--- config.mk ---
export PLATFORM = sky130hd
export DESIGN_NAME = shift_rotate_pipe_flat
export DESIGN_NICKNAME = d
export VERILOG_FILES = /design/src/rtl/shift_pkg.sv /design/src/rtl/shift_rotate_pipe_if.sv /design/src/rtl/shift_stage.sv /design/src/rtl/shift_rotate_pipe.sv /design/src/flat_wrapper.sv
export SDC_FILE = /design/constraint.sdc
export NUM_CORES = 1
export LEC_CHECK = 0
export ABC_AREA = 1
export BUFFER_PORTS_ARGS = -buffer_cell sky130_fd_sc_hd__buf_2
export CAP_MARGIN = 10
export CORE_MARGIN = 4
export CORE_UTILIZATION = 30
export DETAILED_ROUTE_END_ITERATION = 8
export SLEW_MARGIN = 10
export SYNTH_ARGS = -nofsm -noshare
export SYNTH_HDL_FRONTEND = slang
export SYNTH_HIERARCHICAL = 1
export SYNTH_SLANG_ARGS = --single-unit
--- constraint.sdc ---
create_clock -name clk -period 2.4 [get_ports clk]
set_input_delay 0.48 -clock clk [delete_from_list [all_inputs] [get_ports clk]]
set_output_delay 0.48 -clock clk [all_outputs]
set_load 0.01 [all_outputs]
--- src/rtl/shift_pkg.sv ---
// Shared encodings for the pipelined shift/rotate unit.
package shift_pkg;

  localparam int unsigned MODE_W = 3;

  typedef logic [MODE_W-1:0] mode_t;

  localparam mode_t MODE_ROL = 3'b000;
  localparam mode_t MODE_ROR = 3'b001;
  localparam mode_t MODE_SLL = 3'b010;
  localparam mode_t MODE_SRL = 3'b011;
  localparam mode_t MODE_SRA = 3'b100;

endpackage

--- src/rtl/shift_rotate_pipe_if.sv ---
// Operation/result handshake bundle for shift_rotate_pipe.
interface shift_rotate_pipe_if #(
  parameter int unsigned WIDTH = 16,
  parameter int unsigned TAG_W = 4
) ();
  import shift_pkg::*;

  localparam int unsigned CNT_W = $clog2(WIDTH);

  logic             in_valid;
  logic             in_ready;
  logic [WIDTH-1:0] in_data;
  logic [CNT_W-1:0] in_cnt;
  mode_t            in_mode;
  logic [TAG_W-1:0] in_tag;
  logic             out_valid;
  logic             out_ready;
  logic [WIDTH-1:0] out_data;
  logic [TAG_W-1:0] out_tag;
  logic             out_zero;

  // Producer/consumer side (operand muxes and writeback).
  modport master (
    output in_valid, in_data, in_cnt, in_mode, in_tag, out_ready,
    input  in_ready, out_valid, out_data, out_tag, out_zero
  );

  // Shift unit side.
  modport slave (
    input  in_valid, in_data, in_cnt, in_mode, in_tag, out_ready,
    output in_ready, out_valid, out_data, out_tag, out_zero
  );

endinterface

--- src/rtl/shift_stage.sv ---
// One registered level of the shifter: shifts by STEP when its count bit is set.
module shift_stage
  import shift_pkg::*;
#(
  parameter int unsigned WIDTH = 16,
  parameter int unsigned TAG_W = 4,
  parameter int unsigned CNT_W = 4,
  parameter int unsigned STEP  = 1
) (
  input  logic             clk,
  input  logic             rst,
  input  logic             i_flush,
  input  logic             i_valid,
  input  logic [WIDTH-1:0] i_data,
  input  logic [CNT_W-1:0] i_cnt,
  input  mode_t            i_mode,
  input  logic [TAG_W-1:0] i_tag,
  input  logic             i_down_ready,
  output logic             o_valid,
  output logic [WIDTH-1:0] o_data,
  output logic [CNT_W-1:0] o_cnt,
  output mode_t            o_mode,
  output logic [TAG_W-1:0] o_tag
);

  localparam int unsigned BIT = $clog2(STEP);

  logic             r_valid;
  logic [WIDTH-1:0] r_data;
  logic [CNT_W-1:0] r_cnt;
  mode_t            r_mode;
  logic [TAG_W-1:0] r_tag;

  logic             w_ready;
  logic             w_load;
  logic [WIDTH-1:0] w_shifted;

  // Shift mux; the MSB is untouched by every earlier SRA step, so it still holds the sign.
  always_comb begin
    w_shifted = i_data;
    if (i_cnt[BIT]) begin
      case (i_mode)
        MODE_ROL: w_shifted = (i_data << STEP) | (i_data >> (WIDTH - STEP));
        MODE_ROR: w_shifted = (i_data >> STEP) | (i_data << (WIDTH - STEP));
        MODE_SLL: w_shifted = i_data << STEP;
        MODE_SRL: w_shifted = i_data >> STEP;
        MODE_SRA: w_shifted = $signed(i_data) >>> STEP;
        default:  w_shifted = i_data;
      endcase
    end
  end

  assign w_ready = !r_valid || i_down_ready;
  assign w_load  = i_valid && w_ready;

  // Stage registers: valid follows upstream when ready, fields only move on a load.
  always_ff @(posedge clk or posedge rst) begin
    if (rst) begin
      r_valid <= 1'b0;
      r_data  <= '0;
      r_cnt   <= '0;
      r_mode  <= '0;
      r_tag   <= '0;
    end else begin
      if (i_flush) begin
        r_valid <= 1'b0;
      end else if (w_ready) begin
        r_valid <= i_valid;
      end
      if (w_load) begin
        r_data <= w_shifted;
        r_cnt  <= i_cnt;
        r_mode <= i_mode;
        r_tag  <= i_tag;
      end
    end
  end

  assign o_valid = r_valid;
  assign o_data  = r_data;
  assign o_cnt   = r_cnt;
  assign o_mode  = r_mode;
  assign o_tag   = r_tag;

endmodule

--- src/rtl/shift_rotate_pipe.sv ---
// Pipelined shift/rotate unit: CNT_W registered stages, stage k shifts by 2^k.
module shift_rotate_pipe
  import shift_pkg::*;
#(
  parameter int unsigned WIDTH = 16,
  parameter int unsigned TAG_W = 4
) (
  input  logic                clk,
  input  logic                rst,
  input  logic                flush,
  shift_rotate_pipe_if.slave  bus,
  output logic                busy
);

  localparam int unsigned CNT_W = $clog2(WIDTH);

  // Index k is the input of stage k; index CNT_W is the last stage's output.
  logic             w_valid [CNT_W+1];
  logic [WIDTH-1:0] w_data  [CNT_W+1];
  logic [CNT_W-1:0] w_cnt   [CNT_W+1];
  mode_t            w_mode  [CNT_W+1];
  logic [TAG_W-1:0] w_tag   [CNT_W+1];

  logic [CNT_W-1:0] w_stage_valid;
  logic             w_unused;

  assign w_valid[0] = bus.in_valid;
  assign w_data[0]  = bus.in_data;
  assign w_cnt[0]   = bus.in_cnt;
  assign w_mode[0]  = bus.in_mode;
  assign w_tag[0]   = bus.in_tag;

  for (genvar k = 0; k < CNT_W; k++) begin : g_stage
    logic w_down_ready;

    assign w_stage_valid[k] = w_valid[k+1];

    // Ready chain !valid_k | ready_k+1 unrolled: a downstream stage is ready if any
    // stage between it and the output is empty, or the consumer takes the result.
    if (k == CNT_W - 1) begin : g_last
      assign w_down_ready = bus.out_ready;
    end else begin : g_mid
      assign w_down_ready = bus.out_ready || !(&w_stage_valid[CNT_W-1:k+1]);
    end

    shift_stage #(
      .WIDTH (WIDTH),
      .TAG_W (TAG_W),
      .CNT_W (CNT_W),
      .STEP  (1 << k)
    ) u_stage (
      .clk          (clk),
      .rst          (rst),
      .i_flush      (flush),
      .i_valid      (w_valid[k]),
      .i_data       (w_data[k]),
      .i_cnt        (w_cnt[k]),
      .i_mode       (w_mode[k]),
      .i_tag        (w_tag[k]),
      .i_down_ready (w_down_ready),
      .o_valid      (w_valid[k+1]),
      .o_data       (w_data[k+1]),
      .o_cnt        (w_cnt[k+1]),
      .o_mode       (w_mode[k+1]),
      .o_tag        (w_tag[k+1])
    );
  end

  assign bus.in_ready  = bus.out_ready || !(&w_stage_valid);
  assign bus.out_valid = w_valid[CNT_W];
  assign bus.out_data  = w_data[CNT_W];
  assign bus.out_tag   = w_tag[CNT_W];
  assign bus.out_zero  = (w_data[CNT_W] == '0);
  assign busy          = |w_stage_valid;

  // Count and mode leaving the final stage have no consumer.
  assign w_unused = ^{w_cnt[CNT_W], w_mode[CNT_W]};

endmodule

--- src/flat_wrapper.sv ---
// flat-port wrapper written by rule: the top's interface ports become plain ports
module shift_rotate_pipe_flat import shift_pkg::*;
#(
  parameter int unsigned WIDTH = 16,
  parameter int unsigned TAG_W = 4
)
  (clk, rst, flush, busy, bus_in_valid, bus_in_data, bus_in_cnt, bus_in_mode, bus_in_tag, bus_out_ready, bus_in_ready, bus_out_valid, bus_out_data, bus_out_tag, bus_out_zero);
  shift_rotate_pipe_if #(.WIDTH(WIDTH), .TAG_W(TAG_W)) bus_i ();
  input  logic clk;
  input  logic rst;
  input  logic flush;
  output logic busy;
  input wire logic [$bits(bus_i.in_valid)-1:0] bus_in_valid;
  input wire logic [$bits(bus_i.in_data)-1:0] bus_in_data;
  input wire logic [$bits(bus_i.in_cnt)-1:0] bus_in_cnt;
  input wire logic [$bits(bus_i.in_mode)-1:0] bus_in_mode;
  input wire logic [$bits(bus_i.in_tag)-1:0] bus_in_tag;
  input wire logic [$bits(bus_i.out_ready)-1:0] bus_out_ready;
  output wire logic [$bits(bus_i.in_ready)-1:0] bus_in_ready;
  output wire logic [$bits(bus_i.out_valid)-1:0] bus_out_valid;
  output wire logic [$bits(bus_i.out_data)-1:0] bus_out_data;
  output wire logic [$bits(bus_i.out_tag)-1:0] bus_out_tag;
  output wire logic [$bits(bus_i.out_zero)-1:0] bus_out_zero;
  assign bus_i.in_valid = bus_in_valid;
  assign bus_i.in_data = bus_in_data;
  assign bus_i.in_cnt = bus_in_cnt;
  assign bus_i.in_mode = bus_in_mode;
  assign bus_i.in_tag = bus_in_tag;
  assign bus_i.out_ready = bus_out_ready;
  assign bus_in_ready = bus_i.in_ready;
  assign bus_out_valid = bus_i.out_valid;
  assign bus_out_data = bus_i.out_data;
  assign bus_out_tag = bus_i.out_tag;
  assign bus_out_zero = bus_i.out_zero;
  shift_rotate_pipe #(.WIDTH(WIDTH), .TAG_W(TAG_W)) u_core (.clk(clk), .rst(rst), .flush(flush), .bus(bus_i), .busy(busy));
endmodule
Word level (Yosys, flattened, before mapping)
Cells that the tools add are included.
{"block": "op_classes", "eq_ne": 16, "n_mux": 16, "bitwise": 7, "reduce_logical": 32}
{"cell": "case mux 16 bit (5 select lines)", "count": 3}
{"cell": "2-to-1 mux 16 bit", "count": 4}
{"cell": "case mux 16 bit (4 select lines)", "count": 1}
{"cell": "equality test 3 x 2 -> 1 bit, second input constant", "count": 8}
{"cell": "zero test 16 bit", "count": 1}
{"cell": "bitwise OR 12 x 16 -> 16 bit", "count": 1}
{"cell": "bitwise OR 14 x 16 -> 16 bit", "count": 1}
{"cell": "bitwise OR 15 x 16 -> 16 bit", "count": 1}
{"cell": "bitwise OR 16 x 1 -> 16 bit", "count": 1}
{"cell": "bitwise OR 16 x 2 -> 16 bit", "count": 1}
{"cell": "bitwise OR 16 x 4 -> 16 bit", "count": 1}
{"cell": "bitwise OR 8 x 16 -> 16 bit", "count": 1}
{"cell": "equality test 3 x 1 -> 1 bit, second input constant", "count": 4}
{"cell": "equality test 3 bit, second input constant", "count": 4}
{"cell": "zero test 3 bit", "count": 4}
{"cell": "2-to-1 mux 1 bit", "count": 8}
{"cell": "nonzero test 2 bit", "count": 4}
{"cell": "zero test 1 bit", "count": 7}
{"cell": "logical OR 1 bit", "count": 7}
{"cell": "logical AND 1 bit", "count": 4}
{"cell": "AND reduction 4 bit", "count": 1}
{"cell": "OR reduction 4 bit", "count": 1}
{"cell": "AND reduction 3 bit", "count": 1}
{"cell": "AND reduction 2 bit", "count": 1}
{"cell": "OR reduction 2 bit", "count": 1}
{"block": "totals", "reg_bits": 105, "input_bits": 32, "out_inout_bits": 24, "wordCells": 89}

Longest topological paths before layout
Gate-level depths: netlist (run 1).
{"block": "depth", "ltp_word": 6, "ltp_mapped": 9, "mapped_depth_nobuf": 8}

Hierarchy
The synthesis (run 1) kept the hierarchy.
{"module": "shift_stage (u_core.g_stage[0].u_stage)", "instances": 1, "cells_per_inst": 211, "area_each_um2": 1692.9}
{"module": "shift_stage (u_core.g_stage[2].u_stage)", "instances": 1, "cells_per_inst": 220, "area_each_um2": 1542.7}
{"module": "shift_stage (u_core.g_stage[1].u_stage)", "instances": 1, "cells_per_inst": 221, "area_each_um2": 1483.9}
{"module": "shift_stage (u_core.g_stage[3].u_stage)", "instances": 1, "cells_per_inst": 194, "area_each_um2": 1400.1}
{"module": "shift_rotate_pipe", "instances": 1, "cells_per_inst": 35, "area_each_um2": 158.9}

Worst setup path before layout (run 1)
Ideal clock, no wire load.
{"block": "synth_path", "kind": "input -> register", "startpoint": "in bus_out_ready", "endpoint": "reg u_core.g_stage[0].u_stage.r_tag[0]", "arrival_time_ps": 1387, "setup_slack_ps": 885, "path_stages": 7, "n_path_buf": 1, "cell_sequence": "inv_1 -> nand4_1 -> inv_1 -> nand2_1 -> nand2_2 -> buf_6 -> mux2_1"}
{"block": "synth_between", "elab_chain_len": 3}
{"item": "start, declared", "line": "flat_wrapper.sv:18", "rtl": "input wire logic [$bits(bus_i.out_ready)-1:0] bus_out_ready;"}
{"item": "logical OR 1 bit", "line": "shift_rotate_pipe.sv:43", "rtl": "assign w_down_ready = bus.out_ready || !(&w_stage_valid[CNT_W-1:k+1]);"}
{"item": "named net u_core.g_stage[0].w_down_ready", "line": "shift_rotate_pipe.sv:34", "rtl": "logic w_down_ready;"}
{"item": "logical OR 1 bit", "line": "shift_stage.sv:53", "rtl": "assign w_ready = !r_valid || i_down_ready;"}
{"item": "logical AND 1 bit", "line": "shift_stage.sv:54", "rtl": "assign w_load = i_valid && w_ready;"}
{"item": "end signal, assigned", "line": "shift_stage.sv:74", "rtl": "r_tag <= i_tag;"}
{"item": "end, declared", "line": "shift_stage.sv:32", "rtl": "logic [TAG_W-1:0] r_tag;"}
The timed path passes the listed nets, and every way through them passes these cells.
A chain may end at the register's enable or synchronous reset.

Worst setup path in the final report (run 1)
{"block": "layout_path", "startpoint": "reg u_core.g_stage[3].u_stage.r_data[4]", "endpoint": "out bus_out_zero"}
{"block": "layout_between", "elab_chain_len": 1}
{"item": "start, declared", "line": "shift_stage.sv:29", "rtl": "logic [WIDTH-1:0] r_data;"}
{"item": "start signal, assigned", "line": "shift_stage.sv:71", "rtl": "r_data <= w_shifted;"}
{"item": "zero test 16 bit", "line": "shift_rotate_pipe.sv:73", "rtl": "assign bus.out_zero = (w_data[CNT_W] == '0);"}
{"item": "end, declared", "line": "flat_wrapper.sv:23", "rtl": "output wire logic [$bits(bus_i.out_zero)-1:0] bus_out_zero;"}
Every way passes these cells.

==> metrics.md, run 1 <==
| Metric | Value |
|---|---|
| Final instance area | 6520 sq um |
| Clk sinks | between 90 and 100 |
| Die span in x | 147 microns |
| Most frequent cells in the layout | nand2_1 (385), dfrtp_1 (99), nor2_1 (86) |
| Die area | 21700 sq um |
| Status | completed |
| R2R depth | 8 |
| Via count | 4869 |
| Clock power share | between 20% and 30% |
| Fmax | 584 MHz |
| Fin util | 34.5% |
| Fin crit share | 71.3% |
| Internal power | 3480 uW |
| Hold_sp | flush |
| Worst path arrival time | approximately 1.2 ns |
| Reg-to-reg startpoint | u_core/g_stage[1].u_stage/o_valid$_DFFE_PP0P_ |
| Root Driver | clkbuf_16 |
| Placer Congestion | about 0.83 |
| CTS resizes | 0 |
| Worst slew pin tran | 0.806 ns |
| Detailed Place HPWL | 9250 microns |
| Pins Over Slew Limit | 0 |
| Setup crit start | u_core/g_stage[3].u_stage/o_data[4]$_DFFE_PP0P_ |
| Worst-Skew Late Latency | 0.34 ns |
| Mapped Nets | 866 |
| Pin count of the biggest net entering global routing | 45 |
| Max-cap viol count | 0 |
| Hold WC Path Type | in -> reg |
| Final Hold Fails | 0 |
| Warnings, synthesis | 6 |
| Leakage | around 0.0035 uW |
| Gr usage total | 12.0% |
| Post-Syn Area | 5810 sq um |
| Initial Util | between 30% and 40% |
| Leading cell type in the layout, fill and taps excluded | nand2_1 |
| I/O Pins | 56 |
| Reg clk slew, reported paths | 0.07 ns |
| Share of layout cells above drive strength 1 | 15.9% |
| Vias in the first global route | 4412 |
| Antenna violations before repair | 0 |
| Worst slew margin | 46.2% |
| Placed Cells | 1121 |
| Skew final | 0.00815 ns |
| CP Capture Point | bus_out_zero |
| Synth-to-layout area growth | 12.2% |
| DR vias/cell | 4.28 |
| GRT overflow | 0 |
| Reg-to-reg slack, setup | 0.81 ns |
| Fillcell total | 2100 |
| Setup Fix Bufs, Post-CTS | 0 |
| Synthesized area per cell | around 7.0 sq um |
| Logic pwr share | between 20% and 30% |
| CTS Buffer Depth | 2 |
| Hold Crit Depth | 2 |
| Worst VDD drop | around 0.34 mV |
| RSZ-0062 raised after global routing | no |
| Sw Pwr | around 1800 uW |
| Drc violations | 0 |
| Sw frac | 33.6% |
| Crit Path Category | reg -> out |
| End of the worst register-to-register path | u_core/g_stage[0].u_stage/o_data[11]$_DFFE_PP0P_ |
| Power density over the cells | 804 nW/um^2 |
| Antenna Cells | 0 |
| CP required | between 1.5 and 2 ns |
| Share of power burned in registers | 44.9% |
| DRT antenna net count | 0 |
| Post-synthesis instance total | ~830 |
| Non-filler cells, final | about 1.1k |
| Reg area | 2480 sq um |
| Crit start category | flip-flop |
| IO buf count | 55 |
| Worst Hold Slack | around 0.34 ns |
| Dpl cell area | 6180 sq um |
| First-pass GRT wire length | about 22000 microns |
| Row count | 50 |
| Sum Neg Setup Slack | 0 ns |
| Die Span Y | between 100 and 150 microns |
| CTS tree | yes |
| Final setup fails | 0 |
| Multi-input gate area | between 2000 and 3000 sq um |
| Fin crit period | 1.71 ns |
| # H-tree levels | 3 |
| Final nets | 905 |
| Core area | about 19000 sq um |
| Crit-path max FO | 3 |
| DR iter-0 viols | about 400 |
| CP Capture Type | output pin |
| First-pass DRT Iterations | 5 |
| CTS Buf Count | 9 |
| Avg WL per Cell | 11.0 microns |
| Final wirelength | 12500 microns |
## power groups by stage
stage                     clock (uW)  sequential, uW  combinational, uW
after global placement             0            2380               1340
after global routing            1660            2410               1590
after CTS                       1600            2350               1370
after detailed placement           0            2380               1360
final                           1540            2350               1350
after floorplan                    0            2350               1040
## critical path, stage by stage, from the launching register on
cell     delay [ns]
dfrtp_1        0.40
inv_1          0.06
nand2_1        0.05
nor2_1         0.10
nand2_1        0.07
nor2_1         0.09
buf_2          0.13
## stage by stage
stage / setup slack (ns) / power (uW)
6_report: 0.688 / 5240
4_1_cts: 0.644 / 5320
5_1_grt: 0.504 / 5660
3_3_place_gp: 0.599 / 3720
3_5_place_dp: 0.601 / 3740
2_1_floorplan: 0.900 / 3390
## sequential cells by signal (all words and copies together), names as in the netlist
name and count:
u_core/g_stage.u_stage/o_tag 16, u_core/g_stage.u_stage/o_valid 4, u_core/g_stage.u_stage/o_cnt 6, u_core/g_stage.u_stage/o_data 64, u_core/g_stage.u_stage/o_mode 9
## metal layers
layer | vias to the layer above | wire length [microns] | GRT usage [%]
met1 | 2167 | 6490 | 17.5
met5 | - | 0 | 0
met4 | 0 | 110 | 2.47
met3 | 12 | 464 | 2.93
li1 | 2623 | - | -
met2 | 67 | 5420 | 18.1
## timing repair
item / in CTS / in global routing
hold buffers: 1 / 0
hold endpoints to repair: 1 / 0
setup endpoints to repair: 0 / 0
## final cells by class
cell class | instances | area share [%]
multi-input cells | 623 | 42.0
clock buffers | 10 | 3.67
inverters | 75 | 4.38
clock inverters | 6 | 1.32
flip-flops and latches | 99 | 38.0
repair buffers | 65 | 5.60
well taps | 260 | 4.99
## how the worst min path moves through the flow
stage / end
final: u_core/g_stage[0].u_stage/o_valid$_DFFE_PP0P_
after global routing: u_core/g_stage[2].u_stage/o_valid$_DFFE_PP0P_
after detailed placement: u_core/g_stage[2].u_stage/o_valid$_DFFE_PP0P_
after CTS: u_core/g_stage[0].u_stage/o_valid$_DFFE_PP0P_
after floorplan: u_core/g_stage[1].u_stage/o_cnt[2]$_DFFE_PP0P_
after global placement: u_core/g_stage[2].u_stage/o_valid$_DFFE_PP0P_
No activity file was read; power rests on OpenSTA's default activity.
==> run 2: changes to the inputs <==
- clock period: 2.4 -> 1.8 ns (I/O delays scaled with it)
==> metrics.md, run 2 (synthesized netlist as in run 1, its figures left out) <==
| Metric | Value |
|---|---|
| First-pass GRT wire length | 22100 microns |
| Hold_buf cts | 1 |
| Met3 Use GR | roughly 3.0% |
| Hold Crit Depth | 2 |
| Share of layout cells above drive strength 1 | 16.0% |
| Vias in the first global route | 4552 |
| Worst path arrival time | 1.26 ns |
| Crit-path max FO | 3 |
| RSZ-0062 raised after global routing | no |
| Worst slew margin | 67.2% |
| DRT antenna net count | 0 |
| Worst slew pin tran | roughly 0.49 ns |
| Reg clk slew, reported paths | 0.06 ns |
| Gr usage total | 12.1% |
| Worst-Skew Late Latency | 0.35 ns |
| Final nets | 906 |
| Fillcell total | 2069 |
| Final setup fails | 0 |
| Worst VDD drop | 0.435 mV |
| Detailed Place HPWL | 9120 microns |
| Setup crit start | u_core/g_stage[3].u_stage/o_data[4]$_DFFE_PP0P_ |
| Max reg flops | 64 |
| Fin crit period | 1.62 ns |
| Die Span Y | 147 microns |
| Crit start category | flip-flop |
| End of the worst register-to-register path | u_core/g_stage[0].u_stage/o_data[8]$_DFFE_PP0P_ |
| CP peak stage delay | 0.40 ns |
| Dpl cell area | 6230 sq um |
| Most frequent cells in the layout | nand2_1 (385), dfrtp_1 (99), nor2_1 (86) |
| DR vias/cell | about 4.3 |
| Die area | 21700 sq um |
| CTS tree | yes |
| Clk sinks | 99 |
| Crit-path cells | inv_1 -> nand2_1 -> nor2_1 -> nand2_1 -> nor2_1 -> buf_2 |
| Pin count of the biggest net entering global routing | 45 |
| DR iter-0 viols | 419 |
| Multi-input gate area | 2740 sq um |
| Power density over the cells | 1050 nW/um^2 |
| Via count | between 4k and 5k |
| Avg WL per Cell | 11.0 microns |
| Die span in x | 147 microns |
| Crit path max-delay cell type | dfrtp_1 |
| Status | completed |
| Most used routing layer in global routing | met2 |
| Core area | 18900 sq um |
| CTS Buf Count | 9 |
| Final wirelength | 12500 microns |
| Sum Neg Setup Slack | 0 ns |
| Initial Util | 30.8% |
| R2R depth | 8 |
| Setup Fix Bufs, Post-CTS | 0 |
| CTS Buffer Depth | 2 |
| Hold_sp | flush |
| Leading cell type in the layout, fill and taps excluded | nand2_1 |
| Pins Over Slew Limit | 0 |
| Reg-to-reg startpoint | u_core/g_stage[1].u_stage/o_valid$_DFFE_PP0P_ |
| Final WS setup | 0.184 ns |
| Routing usage on met2 | 18.2% |
| I/O Pins | 56 |
| Crit path buffers/inverters | 2 |
| Row count | 50 |
| Final Hold Fails | 0 |
| Drc violations | 0 |
| Met1 usage | 17.1% |
| CP Capture Type | output pin |
| CTS resizes | 0 |
| Root Driver | clkbuf_16 |
| Antenna Cells | 0 |
| Cell family with most CP delay | flip-flops |
| Worst path depth | 6 |
| Reg area | roughly 2500 sq um |
| Synth-to-layout area growth | 12.5% |
| # H-tree levels | 3 |
| GRT overflow | 0 |
| Fmax | approximately 620 MHz |
| First-pass DRT Iterations | 4 |
| Leakage | 0.00348 uW |
| Antenna violations before repair | 0 |
| IO buf count | 55 |
| Placer Congestion | roughly 0.83 |
| Crit Path Category | reg -> out |
| Reg-to-reg slack, setup | 0.28 ns |
| Post-Place Worst Slack | 0.215 ns |
| Final instance area | 6540 sq um |
| Skew final | 0.00745 ns |
| WHS Endpoint | u_core/g_stage[1].u_stage/o_valid$_DFFE_PP0P_ |
| Max-cap viol count | 0 |
| Fin crit share | 89.8% |
| Hold WC Path Type | in -> reg |
| CP required | ~1.4 ns |
-- run 2: changes by cell type in the layout (fill, tap and decap cells not counted) --
| cell | previous run | this run |
|---|---|---|
| buf_12 | 1 | 4 |
| clkinvlp_4 | 1 | 0 |
| clkbuf_8 | 1 | 4 |
| buf_4 | 8 | 6 |
| bufinv_16 | 2 | 0 |
-- run 2: power breakdown --
| group | internal (uW) | switching, uW |
|---|---|---|
| sequential | 2700 | 441 |
| combinational | 704 | 1100 |
| clock | 1090 | 807 |
| total | 4490 | 2350 |
-- run 2: layout make-up --
class | count | area share, %
clock buffer | 13 | 4.29
inverter | 75 | 4.36
clock inverter | 3 | 0.287
multi-input combinational | 623 | 41.9
timing repair buffer | 66 | 6.28
tap | 260 | 4.98
sequential | 99 | 37.9
-- run 2: routing by layer --
layer	part of all wire (%)	routed length [microns]
met3	4.1	508
met1	53	6580
met2	42	5210
met5	0	0
met4	1.5	189
-- run 2: how the worst max path moves through the flow --
| stage | end | slack, ns |
|---|---|---|
| 2_1_floorplan | u_core/g_stage[0].u_stage/o_tag[0]$_DFFE_PP0P_ | 0.38 |
| 5_1_grt | bus_out_zero | 0.03 |
| 6_report | bus_out_zero | 0.18 |
| 4_1_cts | bus_out_zero | 0.15 |
| 3_5_place_dp | u_core/g_stage[0].u_stage/o_data[8]$_DFFE_PP0P_ | 0.22 |
| 3_3_place_gp | u_core/g_stage[0].u_stage/o_data[1]$_DFFE_PP0P_ | 0.27 |
-- run 2: metrics by stage --
step                instances  power, uW  utilization [%]  hold WS (ns)
floorplan                 834       4520                -         0.337
CTS                      1139       6930             34.6         0.202
global route             1139       7400             34.6         0.209
global placement         1122       4960             33.0         0.252
detailed placement       1122       5000             33.0         0.248
finish                   1139       6840             34.6         0.216
==> run 3: changes to the inputs <==
==> constraint.sdc (replaced) <==
create_clock -name clk -period 1.8 [get_ports clk]
set_input_delay 0 -clock clk [delete_from_list [all_inputs] [get_ports clk]]
set_output_delay 0 -clock clk [all_outputs]
set_load 0.01 [all_outputs]
==> metrics.md, run 3 (synthesized netlist as in run 1, its figures left out) <==
| Metric | Value |
|---|---|
| Status | completed |
| CTS Buffer Depth | 2 |
| Clock power share | 26.7% |
| Fmax | 656 MHz |
| Worst slew pin tran | around 0.5 ns |
| Core area | about 19000 sq um |
| Reg-to-reg startpoint | u_core/g_stage[2].u_stage/o_valid$_DFFE_PP0P_ |
| DR vias/cell | 4.28 |
| CTS Buf Count | 9 |
| Reg clk slew, reported paths | ~0.06 ns |
| Clk sinks | 99 |
| DR iter-0 viols | ~370 |
| Placer Congestion | 0.820 |
| Pin count of the biggest net entering global routing | 45 |
| RSZ-0062 raised after global routing | no |
| Gr usage total | 12.4% |
| Avg WL per Cell | 10.8 microns |
| Sum Neg Setup Slack | 0 ns |
| Sw Pwr | 2320 uW |
| Fin crit share | 84.7% |
| Die area | 21700 sq um |
| GRT overflow | 0 |
| Synth-to-layout area growth | 16.1% |
| Crit Path Category | reg -> reg |
| CP required | 2.05 ns |
| Drc violations | 0 |
| CP Capture Type | flip-flop |
| Reg-to-reg slack, setup | 0.28 ns |
| Crit-path max FO | 30 |
| Final nets | 930 |
| Root Driver | clkbuf_16 |
| Max reg flops | 64 |
| Final setup fails | 0 |
| Die span in x | roughly 150 microns |
| Vias in the first global route | 4672 |
| Hold WC Path Type | in -> reg |
| Via count | 4975 |
| Antenna Cells | 0 |
| Reg area | 2480 sq um |
| Setup crit start | u_core/g_stage[2].u_stage/o_valid$_DFFE_PP0P_ |
| Worst path arrival time | about 1.8 ns |
| Fin util | 35.7% |
| Initial Util | between 30% and 40% |
| Pins Over Slew Limit | 0 |
| Leading cell type in the layout, fill and taps excluded | nand2_1 |
| CTS tree | yes |
| CP Capture Point | u_core/g_stage[0].u_stage/o_data[8]$_DFFE_PP0P_ |
| Most frequent cells in the layout | nand2_1 (385), dfrtp_1 (99), nor2_1 (86) |
| Worst slew margin | roughly two thirds |
| IO buf count | 55 |
| Multi-input gate area | between 2000 and 3000 sq um |
| DRT antenna net count | 0 |
| Row count | 50 |
| Final wirelength | between 10000 and 15000 microns |
| Share of layout cells above drive strength 1 | 15.4% |
| Worst Hold Slack | 0.00915 ns |
| Detailed Place HPWL | 9290 microns |
| Non-filler cells, final | 1162 |
| Antenna violations before repair | 0 |
| Leakage | between 0.003 and 0.004 uW |
| Fin crit period | 1.52 ns |
| End of the worst register-to-register path | u_core/g_stage[0].u_stage/o_data[8]$_DFFE_PP0P_ |
| First-pass GRT wire length | 22600 microns |
| Skew final | 0.00614 ns |
| Sw frac | 34.1% |
| Worst-Skew Late Latency | 0.35 ns |
| Final instance area | 6750 sq um |
| R2R depth | 8 |
| Internal power | 4470 uW |
| Placed Cells | 1123 |
| I/O Pins | 56 |
| Crit start category | flip-flop |
| Dpl cell area | slightly above 6000 sq um |
| Share of power burned in registers | ~46% |
| Logic pwr share | around 27% |
| Die Span Y | 147 microns |
| Final Hold Fails | 0 |
| Power density over the cells | slightly above 1000 nW/um^2 |
| Fillcell total | 2060 |
| First-pass DRT Iterations | 4 |
| Worst VDD drop | around 0.42 mV |
| # H-tree levels | 3 |
| Max-cap viol count | 0 |
-- run 3: critical path: stages (launching register included) --
cell and delay, ns:
dfrtp_1 0.43, nand4_1 0.12, inv_1 0.07, nand2_1 0.09, nand2_2 0.28, buf_12 0.24
a21oi_2 0.04, nand2_1 0.08, nand2_1 0.05
-- run 3: layout make-up --
cell class                 count  area share, %
clock buffer                  14           4.06
clock inverter                 1          0.111
inverter                      75           4.23
multi-input combinational    623           40.6
sequential                    99           36.7
tap                          260           4.82
timing repair buffer          90           9.42
-- run 3: worst min path at each step --
stage | depth (start not counted) | to | start | slack (ns)
after floorplan | 1 | u_core/g_stage[3].u_stage/o_data[0]$_DFFE_PP0P_ | rst | -0.02
after global placement | 2 | u_core/g_stage[1].u_stage/o_valid$_DFFE_PP0P_ | rst | -0.11
after detailed placement | 2 | u_core/g_stage[1].u_stage/o_valid$_DFFE_PP0P_ | rst | -0.11
after CTS | 5 | u_core/g_stage[0].u_stage/o_data[1]$_DFFE_PP0P_ | bus_in_data[1] | 0.001
after global routing | 3 | u_core/g_stage[0].u_stage/o_data[15]$_DFFE_PP0P_ | bus_in_data[15] | 0.03
final | 5 | u_core/g_stage[0].u_stage/o_data[1]$_DFFE_PP0P_ | bus_in_data[1] | 0.009
-- run 3: power by group through the flow --
stage | Clock, uW | Combinational [uW] | Sequential [uW]
floorplan | 0 | 1390 | 3130
global placement | 0 | 1800 | 3170
detailed placement | 0 | 1830 | 3170
CTS | 1880 | 1880 | 3130
global route | 1960 | 2190 | 3220
finish | 1810 | 1850 | 3130
-- run 3: layer usage --
metal  vias up  global-route usage (%)  wire length [microns]
met5         -                       0                      0
met4         0                    2.56                    129
met3        14                    3.45                    516
met2        75                    19.5                   5550
met1      2215                    17.0                   6390
li1       2671                       -                      -
-- run 3: timing repair --
item                                   4_1_cts  5_1_grt
hold buffers                                24        0
buffers inserted                             0        0
endpoints found under the hold margin      123        0
resized for setup                            0        0
-- run 3: stage by stage --
step	total power, uW	worst slack, ns
2_1_floorplan	4520	0.375
3_3_place_gp	4960	0.315
4_1_cts	6900	0.263
5_1_grt	7370	0.130
6_report	6790	0.275
3_5_place_dp	5000	0.275
